$ cat config.mk
export PLATFORM = sky130hd
export DESIGN_NAME = mips_multicycle_ctrl
export DESIGN_NICKNAME = d
export VERILOG_FILES = /design/src/rtl/mips_ctrl_pkg.sv /design/src/rtl/mips_ctrl_decode.sv /design/src/rtl/mips_multicycle_ctrl.sv
export SDC_FILE = /design/constraint.sdc
export NUM_CORES = 1
export LEC_CHECK = 0
export BUFFER_PORTS_ARGS = -buffer_cell sky130_fd_sc_hd__buf_2
export CORE_MARGIN = 4
export CORE_UTILIZATION = 35
export DETAILED_ROUTE_END_ITERATION = 8
export GPL_ROUTABILITY_DRIVEN = 0
export GPL_TIMING_DRIVEN = 0
export REMOVE_ABC_BUFFERS = 1
export SYNTH_ARGS = -nofsm -noshare
export SYNTH_HDL_FRONTEND = slang
export SYNTH_SLANG_ARGS = --single-unit
$ cat constraint.sdc
create_clock -name clock_i -period 6.2 [get_ports clock_i]
set_input_delay 1.55 -clock clock_i [delete_from_list [all_inputs] [get_ports clock_i]]
set_output_delay 1.55 -clock clock_i [all_outputs]
set_load 0.01 [all_outputs]
$ cat src/rtl/mips_ctrl_pkg.sv
// mips_ctrl_pkg: state encoding, opcode/funct constants, control-field encodings
// and the control-word struct shared by the multi-cycle MIPS control unit.
package mips_ctrl_pkg;

    typedef enum logic [3:0] {
        S_FETCH     = 4'd0,
        S_DECODE    = 4'd1,
        S_MEM_ADDR  = 4'd2,
        S_MEM_READ  = 4'd3,
        S_MEM_WB    = 4'd4,
        S_MEM_WRITE = 4'd5,
        S_EXECUTE   = 4'd6,
        S_R_WB      = 4'd7,
        S_BRANCH    = 4'd8,
        S_JUMP      = 4'd9,
        S_ADDI_EX   = 4'd10,
        S_ADDI_WB   = 4'd11,
        S_INT       = 4'd12,
        S_HALT      = 4'd13
    } state_e;

    localparam logic [5:0] OP_RTYPE = 6'b000000;
    localparam logic [5:0] OP_LW    = 6'b100011;
    localparam logic [5:0] OP_SW    = 6'b101011;
    localparam logic [5:0] OP_BEQ   = 6'b000100;
    localparam logic [5:0] OP_J     = 6'b000010;
    localparam logic [5:0] OP_ADDI  = 6'b001000;

    localparam logic [5:0] FN_ADD = 6'b100000;
    localparam logic [5:0] FN_SUB = 6'b100010;
    localparam logic [5:0] FN_AND = 6'b100100;
    localparam logic [5:0] FN_OR  = 6'b100101;
    localparam logic [5:0] FN_SLT = 6'b101010;

    localparam logic [1:0] ALU_ADD   = 2'b00;
    localparam logic [1:0] ALU_SUB   = 2'b01;
    localparam logic [1:0] ALU_FUNCT = 2'b10;

    localparam logic [1:0] SRCB_REG = 2'b00;
    localparam logic [1:0] SRCB_ONE = 2'b01;
    localparam logic [1:0] SRCB_IMM = 2'b10;

    localparam logic [1:0] PC_ALU    = 2'b00;
    localparam logic [1:0] PC_ALUOUT = 2'b01;
    localparam logic [1:0] PC_JUMP   = 2'b10;
    localparam logic [1:0] PC_VECTOR = 2'b11;

    typedef struct packed {
        logic       pc_write;
        logic       pc_write_cond;
        logic       i_or_d;
        logic       mem_read;
        logic       mem_write;
        logic       ir_write;
        logic       mem_to_reg;
        logic       reg_dst;
        logic       reg_write;
        logic       alu_src_a;
        logic       epc_write;
        logic       cause_write;
        logic [1:0] alu_src_b;
        logic [1:0] alu_op;
        logic [1:0] pc_source;
        logic       cause;
        logic       halted;
        logic       illegal;
    } ctrl_t;

    // R-type is legal only for add/sub/and/or/slt; other opcodes only for the supported set.
    function automatic logic op_illegal(input logic [5:0] op, input logic [5:0] fn);
        return op == OP_RTYPE ? !(fn inside {FN_ADD, FN_SUB, FN_AND, FN_OR, FN_SLT})
                              : !(op inside {OP_LW, OP_SW, OP_BEQ, OP_J, OP_ADDI});
    endfunction

endpackage

$ cat src/rtl/mips_ctrl_decode.sv
// mips_ctrl_decode: combinational mapping from FSM state to datapath control word.
//   state_i   current FSM state
//   last_i    final cycle of a held memory access (gates ir_write/pc_write in FETCH)
//   illegal_i decoded opcode/funct is illegal (meaningful in DECODE only)
//   cause_i   latched interrupt cause, presented in INT
//   ctrl_o    control word
module mips_ctrl_decode
    import mips_ctrl_pkg::*;
(
    input  state_e state_i,
    input  logic   last_i,
    input  logic   illegal_i,
    input  logic   cause_i,
    output ctrl_t  ctrl_o
);

    always_comb begin
        ctrl_o = '0;
        case (state_i)
            S_FETCH: begin
                ctrl_o.mem_read  = 1'b1;
                ctrl_o.alu_src_b = SRCB_ONE;
                ctrl_o.ir_write  = last_i;
                ctrl_o.pc_write  = last_i;
                ctrl_o.pc_source = PC_ALU;
            end
            S_DECODE: begin
                ctrl_o.alu_src_b = SRCB_IMM;
                ctrl_o.illegal   = illegal_i;
            end
            S_MEM_ADDR, S_ADDI_EX: begin
                ctrl_o.alu_src_a = 1'b1;
                ctrl_o.alu_src_b = SRCB_IMM;
            end
            S_MEM_READ: begin
                ctrl_o.mem_read = 1'b1;
                ctrl_o.i_or_d   = 1'b1;
            end
            S_MEM_WRITE: begin
                ctrl_o.mem_write = 1'b1;
                ctrl_o.i_or_d    = 1'b1;
            end
            S_MEM_WB: begin
                ctrl_o.reg_write  = 1'b1;
                ctrl_o.mem_to_reg = 1'b1;
            end
            S_EXECUTE: begin
                ctrl_o.alu_src_a = 1'b1;
                ctrl_o.alu_src_b = SRCB_REG;
                ctrl_o.alu_op    = ALU_FUNCT;
            end
            S_R_WB: begin
                ctrl_o.reg_write = 1'b1;
                ctrl_o.reg_dst   = 1'b1;
            end
            S_ADDI_WB: ctrl_o.reg_write = 1'b1;
            S_BRANCH: begin
                ctrl_o.alu_src_a     = 1'b1;
                ctrl_o.alu_op        = ALU_SUB;
                ctrl_o.pc_write_cond = 1'b1;
                ctrl_o.pc_source     = PC_ALUOUT;
            end
            S_JUMP: begin
                ctrl_o.pc_write  = 1'b1;
                ctrl_o.pc_source = PC_JUMP;
            end
            S_INT: begin
                ctrl_o.epc_write   = 1'b1;
                ctrl_o.cause_write = 1'b1;
                ctrl_o.pc_write    = 1'b1;
                ctrl_o.pc_source   = PC_VECTOR;
                ctrl_o.cause       = cause_i;
            end
            S_HALT: ctrl_o.halted = 1'b1;
            default: ctrl_o = '0;
        endcase
    end

endmodule

$ cat src/rtl/mips_multicycle_ctrl.sv
// mips_multicycle_ctrl: Moore multi-cycle MIPS control FSM with memory wait states,
// interrupt entry at instruction boundaries, illegal-opcode trap and single-step halt.
//   clock_i/reset_i      clock, synchronous active-high reset
//   opcode_i/funct_i     instruction register fields
//   zero_i               ALU zero flag (consumed by the datapath with pc_write_cond)
//   interrupt_i          level interrupt request
//   step_mode_i/step_i   halt-after-instruction mode and step request
//   *_o strobes/selects  datapath controls; state_o, halted_o, illegal_o status
module mips_multicycle_ctrl
    import mips_ctrl_pkg::*;
#(
    parameter int WAIT_STATES = 0,
    parameter int INT_EN      = 1,
    parameter int STEP_EN     = 1
) (
    input  logic       clock_i,
    input  logic       reset_i,
    input  logic [5:0] opcode_i,
    input  logic [5:0] funct_i,
    input  logic       zero_i,
    input  logic       interrupt_i,
    input  logic       step_mode_i,
    input  logic       step_i,
    output logic       pc_write_o,
    output logic       pc_write_cond_o,
    output logic       i_or_d_o,
    output logic       mem_read_o,
    output logic       mem_write_o,
    output logic       ir_write_o,
    output logic       mem_to_reg_o,
    output logic       reg_dst_o,
    output logic       reg_write_o,
    output logic       alu_src_a_o,
    output logic       epc_write_o,
    output logic       cause_write_o,
    output logic [1:0] alu_src_b_o,
    output logic [1:0] alu_op_o,
    output logic [1:0] pc_source_o,
    output logic       cause_o,
    output logic [3:0] state_o,
    output logic       halted_o,
    output logic       illegal_o
);

    state_e     state_q, state_d, bnd_state;
    logic [3:0] wait_q, wait_d;
    logic       int_pend_q, int_pend_d;
    logic       step_q;
    logic       cause_q, cause_d;
    logic       last, illegal_op, step_edge;
    ctrl_t      ctrl, ctrl_out;
    logic       unused_zero;

    assign unused_zero = zero_i;
    assign last        = wait_q == 4'(WAIT_STATES);
    assign illegal_op  = op_illegal(opcode_i, funct_i);
    assign step_edge   = STEP_EN != 0 && step_i && !step_q;
    assign bnd_state   = INT_EN != 0 && int_pend_q ? S_INT :
                         STEP_EN != 0 && step_mode_i ? S_HALT : S_FETCH;

    always_comb begin
        state_d = S_FETCH;
        case (state_q)
            S_FETCH:     state_d = last ? S_DECODE : S_FETCH;
            S_DECODE:    state_d = illegal_op ? (INT_EN != 0 ? S_INT : S_FETCH) :
                                   opcode_i == OP_LW || opcode_i == OP_SW ? S_MEM_ADDR :
                                   opcode_i == OP_RTYPE ? S_EXECUTE :
                                   opcode_i == OP_BEQ ? S_BRANCH :
                                   opcode_i == OP_J ? S_JUMP : S_ADDI_EX;
            S_MEM_ADDR:  state_d = opcode_i == OP_SW ? S_MEM_WRITE : S_MEM_READ;
            S_MEM_READ:  state_d = last ? S_MEM_WB : S_MEM_READ;
            S_MEM_WRITE: state_d = last ? bnd_state : S_MEM_WRITE;
            S_MEM_WB, S_R_WB, S_ADDI_WB, S_BRANCH, S_JUMP: state_d = bnd_state;
            S_EXECUTE:   state_d = S_R_WB;
            S_ADDI_EX:   state_d = S_ADDI_WB;
            S_INT:       state_d = S_FETCH;
            S_HALT:      state_d = !step_edge ? S_HALT :
                                   INT_EN != 0 && int_pend_q ? S_INT : S_FETCH;
            default:     state_d = S_FETCH;
        endcase
    end

    // INT is only ever entered from DECODE on an illegal opcode; every other entry is external.
    assign cause_d    = state_d == S_INT ? state_q == S_DECODE : cause_q;
    assign wait_d     = state_d == state_q ? wait_q + 4'd1 : 4'd0;
    assign int_pend_d = (INT_EN != 0 && interrupt_i) || (int_pend_q && state_d != S_INT);

    always_ff @(posedge clock_i) begin
        if (reset_i) begin
            state_q    <= S_FETCH;
            wait_q     <= 4'd0;
            int_pend_q <= 1'b0;
            step_q     <= 1'b0;
            cause_q    <= 1'b0;
        end else begin
            state_q    <= state_d;
            wait_q     <= wait_d;
            int_pend_q <= int_pend_d;
            step_q     <= step_i;
            cause_q    <= cause_d;
        end
    end

    mips_ctrl_decode u_decode (
        .state_i   (state_q),
        .last_i    (last),
        .illegal_i (illegal_op),
        .cause_i   (cause_q),
        .ctrl_o    (ctrl)
    );

    // Reset silences the datapath immediately so an aborted access writes nothing.
    assign ctrl_out        = reset_i ? '0 : ctrl;
    assign pc_write_o      = ctrl_out.pc_write;
    assign pc_write_cond_o = ctrl_out.pc_write_cond;
    assign i_or_d_o        = ctrl_out.i_or_d;
    assign mem_read_o      = ctrl_out.mem_read;
    assign mem_write_o     = ctrl_out.mem_write;
    assign ir_write_o      = ctrl_out.ir_write;
    assign mem_to_reg_o    = ctrl_out.mem_to_reg;
    assign reg_dst_o       = ctrl_out.reg_dst;
    assign reg_write_o     = ctrl_out.reg_write;
    assign alu_src_a_o     = ctrl_out.alu_src_a;
    assign epc_write_o     = ctrl_out.epc_write;
    assign cause_write_o   = ctrl_out.cause_write;
    assign alu_src_b_o     = ctrl_out.alu_src_b;
    assign alu_op_o        = ctrl_out.alu_op;
    assign pc_source_o     = ctrl_out.pc_source;
    assign cause_o         = ctrl_out.cause;
    assign halted_o        = ctrl_out.halted;
    assign illegal_o       = ctrl_out.illegal;
    assign state_o         = state_q;

endmodule

# Word-level counts from Yosys, hierarchy flattened
# Index checks and enable logic that the tools add are counted.
[op_classes]
bitwise_logic = 1
add_sub_neg = 1
n_mux = 33
n_reduce_logical = 20
n_eq_ne = 26
[ops]
columns = ["op", "count"]
rows = [
  ["$eq 6x6->1 const B", 7],
  ["$pmux 4 s9", 1],
  ["$mux 4", 8],
  ["$eq 4x4->1 const B", 7],
  ["$mux 21", 1],
  ["$eq 4x3->1 const B", 4],
  ["$mux 1", 14],
  ["$reduce_bool 5->1", 2],
  ["$eq 4x2->1 const B", 2],
  ["$logic_not 4->1", 2],
  ["$pmux 2 s2", 2],
  ["$reduce_or 2->1", 4],
  ["$eq 6x2->1 const B", 1],
  ["$eq 6x3->1 const B", 1],
  ["$eq 6x4->1 const B", 1],
  ["$logic_not 6->1", 1],
  ["$mux 2", 3],
  ["$mux 3", 2],
  ["$pmux 2 s3", 1],
  ["$reduce_or 3->1", 2],
  ["$reduce_or 5->1", 1],
  ["$add 4x1->4 const B", 1],
  ["$eq 4x1->1 const B", 1],
  ["$eq 4x4->1", 1],
  ["other kinds (7)", 11],
]
[word_totals]
elab_cells = 86
output_inout_bits = 25
register_bits = 11

# Depth between registers and ports, before layout
[logic_depth]
ltp_word = 10
depth_mapped = 8
depth_no_buf = 8

# Modules after synthesis
# A second synthesis with hierarchy kept.
[hier_totals]
hier_cells = 187
hier_area_um2 = 1412.6
[modules_own_cells]
columns = ["module", "cells_per_inst", "instances", "seq_area_each_um2", "area_per_inst_um2"]
rows = [
  ["mips_multicycle_ctrl", 147, 1, 220.2, 1149.9],
  ["mips_ctrl_decode", 40, 1, 0.0, 262.8],
]

# Worst setup path before layout
# OpenSTA, ideal clock, no wires.
[synth_timing]
path_kind = "input-to-output"
startpoint = "input opcode_i[1]"
endpoint = "output illegal_o"
t_arrival_ps = 2471
slack_ps = 2179
t_required_ps = 4650
path_buffers = 0
path_stages = 5
path_cell_list = "and3_4 -> a22oi_1 -> nand2_1 -> o21bai_1 -> nor3_1"
[synth_via]
elab_chain_len = 6
[synth_lines]
columns = ["element", "line", "source"]
rows = [
  ["start, declared", "mips_multicycle_ctrl.sv:18", "input logic [5:0] opcode_i,"],
  ["$eq 6x6->1, or another cell as far along", "mips_ctrl_pkg.sv:72", ": !(op inside {OP_LW, OP_SW, OP_BEQ, OP_J, OP_ADDI});"],
  ["$reduce_bool 5->1", "mips_ctrl_pkg.sv:72", ""],
  ["$logic_not 1->1", "mips_ctrl_pkg.sv:72", ""],
  ["$mux 1 *", "mips_ctrl_pkg.sv:71", "return op == OP_RTYPE ? !(fn inside {FN_ADD, FN_SUB, FN_AND, FN_OR, FN_SLT})"],
  ["$mux 1 *", "mips_ctrl_decode.sv:19", "case (state_i)"],
  ["$mux 21 *", "mips_multicycle_ctrl.sv:113", "assign ctrl_out = reset_i ? '0 : ctrl;"],
  ["end, declared", "mips_multicycle_ctrl.sv:42", "output logic illegal_o"],
]
# Every way passes the cells marked *; elsewhere a longest branch is shown, timed or not.

# Worst setup path after layout
# Same ends and word-level chain as after synthesis.

==> reports/qor.txt <==
==================================================================================
Slew at the pin closest to its max-slew limit                             0.674 ns
Cell type with the highest occurrence count on the critical path      sky130_fd_sc_hd__buf_2
Vias in the first global route                                                1158
Crit path max fanout                                                             6
Core region area                                                          2880 µm²
Count of antenna-violating nets left after detailed routing                      0
Cells along the critical path                                         buf_2 > and3_4 > a22oi_1 > nand2_1 > o21bai_1 > nor3_1 > buf_2
Final setup viols                                                                0
Final critical-path share of the clock period                                0.701
Number of DRC markers after the initial detailed-route iteration                43
Ranking of synthesized cells by area                                  sky130_fd_sc_hd__dfxtp_1 (20%), sky130_fd_sc_hd__and2_1 (4.6%), sky130_fd_sc_hd__nand3_1 (4.1%)
Post-route DRC violation count                                                   0
Static leakage                                                            0.587 nW
Inserted Clock Buffers                                                           3
Final hold vios                                                                  0
First-pass iteration count of the detailed router                                4
Number of buffers inserted by hold repair at cts                                 0
Total Routed Length                                                        3020 µm
Cell area power density                                                 336 nW/µm²
Max capacitance violation total                                                  0
Ys flop type                                                          sky130_fd_sc_hd__dfxtp_1
Crit Path Class                                                             in2out
Number of clock sinks seen by CTS                                               11
Final net count                                                                204
Post-Place Setup Slack                                                     1.85 ns
Pin count of the biggest net entering global routing                            22
Slowest-stage cell, CP                                                sky130_fd_sc_hd__nor3_1
Post-route clock skew                                                   0.00216 ns
Initial core utilization                                                     0.379
Share of final-layout standard cells stronger than drive strength 1          0.268
Endpoint arrival time on the critical path                                 2.80 ns
Register-to-register setup slack                                           3.53 ns
Number of synthesized flops with an enable pin                                   0
Initial antenna violation count                                                  0
Total via count after detailed routing                                        1222
Global Route Usage Sum                                                       0.151
Critical path's largest stage delay                                        0.26 ns
Startpoint type of the worst setup path                                 input port
Clock-pin slew on the worst setup and hold paths                           0.07 ns
Row count                                                                       19
Required time worst endpoint                                               4.65 ns
Post-layout min period                                                     4.35 ns
I/O pin cnt                                                                     43
Cell chosen for the clock root                                        sky130_fd_sc_hd__clkbuf_4
Flip-flop and latch count after synthesis                                       11
Final Hold Slack                                                          0.476 ns
Synthesized area per cell                                                 7.32 µm²
Most area-hungry cell type in the Yosys netlist                       sky130_fd_sc_hd__dfxtp_1
Pwr Total                                                                   444 µW
Diode count                                                                      0
FFs w/ async S/R, synth                                                          0
DIE AREA                                                                  4070 µm²
Clock network latency to the later pin of the worst-skew pair              0.26 ns
Cell count after synthesis                                                     149
Share of the yosys chip area belonging to registers                          0.202
Tightest Hold Check Type                                                   reg2reg
Unique cell type count in the Yosys netlist                                     51
Wire length of the first global-routing pass                               5090 µm
Number of gates resized after cts                                                0
Routed length per placed instance                                          13.4 µm
H-tree level count                                                               1
F_max                                                                    0.230 GHz
Setup total negative slack                                                    0 ns
Mean number of vias per cell                                                  5.43
CTS Buffer Depth                                                                 2
Setup fix buffers added after clock tree synthesis                               0
Area growth from synthesis to final layout                                   21.0%
DIE WIDTH                                                                  63.8 µm
CTS tree                                                                      done
Number of fill cells                                                           315
RSZ-0062 raised after global routing                                         false
Die extent in y                                                            63.8 µm
Half-perimeter wire length after placement                                 2350 µm
Number of max-slew violations in the final report                                0
Ys Warns                                                                         0
Worst-case headroom to the max-slew limit                                    0.550
Cell Area, Synth                                                          1090 µm²
Worst VDD drop                                                              175 µV
Overflow left after global routing                                               0
Portion of synthesized cell area occupied by the leading cell type           0.202
Setup slack of the critical path after layout                              1.85 ns
Type of element capturing the critical path                           primary output
Result of the run                                                     complete, no violations
Count of port buffers added during placement                                    41
==================================================================================
[synthesized netlist by cell type (2+ instances only)]
master	instances
sky130_fd_sc_hd__or3_1	2
sky130_fd_sc_hd__nand2b_1	4
sky130_fd_sc_hd__o2111ai_1	2
sky130_fd_sc_hd__dfxtp_1	11
sky130_fd_sc_hd__inv_1	6
sky130_fd_sc_hd__nor2b_1	5
sky130_fd_sc_hd__clkbuf_1	4
sky130_fd_sc_hd__a31oi_1	2
sky130_fd_sc_hd__xor2_1	4
sky130_fd_sc_hd__a31o_1	2
sky130_fd_sc_hd__nor3b_1	5
sky130_fd_sc_hd__ha_1	2
sky130_fd_sc_hd__nand3_1	9
sky130_fd_sc_hd__a21oi_1	7
sky130_fd_sc_hd__nand2_1	5
sky130_fd_sc_hd__a211o_1	2
sky130_fd_sc_hd__and2_1	8
sky130_fd_sc_hd__o311a_1	2
sky130_fd_sc_hd__o21ai_0	3
sky130_fd_sc_hd__nor4_1	4
sky130_fd_sc_hd__buf_4	2
sky130_fd_sc_hd__buf_2	4
sky130_fd_sc_hd__nor4bb_1	2
sky130_fd_sc_hd__and3_1	3
sky130_fd_sc_hd__nor2_1	12
sky130_fd_sc_hd__nand4_1	3
sky130_fd_sc_hd__o21ai_1	2
sky130_fd_sc_hd__nor3_1	7
sky130_fd_sc_hd__o211ai_1	3
[final cells by class]
type / instances / area, µm² / share of cell area
clock buffers: 4 / 26.3 / 0.0199
inverters: 7 / 26.3 / 0.0199
multi-input cells: 120 / 790 / 0.598
flip-flops and latches: 11 / 220 / 0.167
well taps: 42 / 52.6 / 0.0398
repair buffers: 41 / 205 / 0.155
[kinds of logic after synthesis]
logic type / synth area share
AND/OR/NAND/NOR: 0.412
XOR/XNOR: 0.0401
buffers and inverters: 0.0745
AO/OA/AOI/OAI: 0.239
flip-flops: 0.202
adder cells (fa/ha/maj): 0.0229
multiplexers: 0.0103
[critical path, delay by kind of cell]
| kind | cells | cell delay [ns] |
|---|---|---|
| and+or+nand+nor | 3 | 0.58 |
| AOI/OAI and AO/OA | 2 | 0.34 |
| buffers and inverters | 2 | 0.32 |
[cell usage in the layout, fill, tap and decap left out, drive strengths merged, types with 2 or more instances in the layout]
cell / count
buf: 41
nor2: 12
dfxtp: 11
nand3: 9
and2: 8
a21oi: 7
nor3: 7
inv: 7
nor2b: 5
nor3b: 5
nand2: 5
o21ai: 5
nand2b: 4
nor4: 4
xor2: 4
and3: 4
clkbuf: 4
nand4: 3
o211ai: 3
or3: 2
o2111ai: 2
a211o: 2
o311a: 2
nor4bb: 2
a31oi: 2
a31o: 2
ha: 2
nor4b: 2
[per-stage QoR]
step	utilization	cells	instance area, µm²
final	0.459	225	1320
after global routing	0.459	225	1320
after CTS	0.459	225	1320
after detailed placement	0.450	221	1290
after global placement	0.450	221	1290
after floorplan	-	138	1040
[routing by layer]
metal | GRT usage | wire, µm | vias to the layer above
li1 | - | - | 627
met1 | 0.164 | 1310 | 569
met2 | 0.286 | 1540 | 24
met3 | 0.0368 | 148 | 2
met4 | 0.0431 | 18 | 0
met5 | 0 | 0 | -
[power by group]
group	leakage, nW	switching, mW	internal (mW)
Combinational	0.482	0.152	0.113
Sequential	0.0902	0.0454	0.0862
Clock	0.0150	0.0225	0.0249
[state kept, by name (all words and copies together), names as in the netlist]
name and flops:
state_o 4, wait_q 4, cause_q 1, int_pend_q 1
step_q 1
[path summary, 6_finish.rpt]
check	startpoint	endpoint	depth (start not counted)
max reg2reg	state_o[0]$_SDFF_PP0_	wait_q[3]$_SDFF_PP0_	6
max	opcode_i[1]	illegal_o	7
min	cause_q$_SDFFE_PP0N_	cause_q$_SDFFE_PP0N_	1
min reg2reg	cause_q$_SDFFE_PP0N_	cause_q$_SDFFE_PP0N_	1
(Power assumes the default switching activity.)
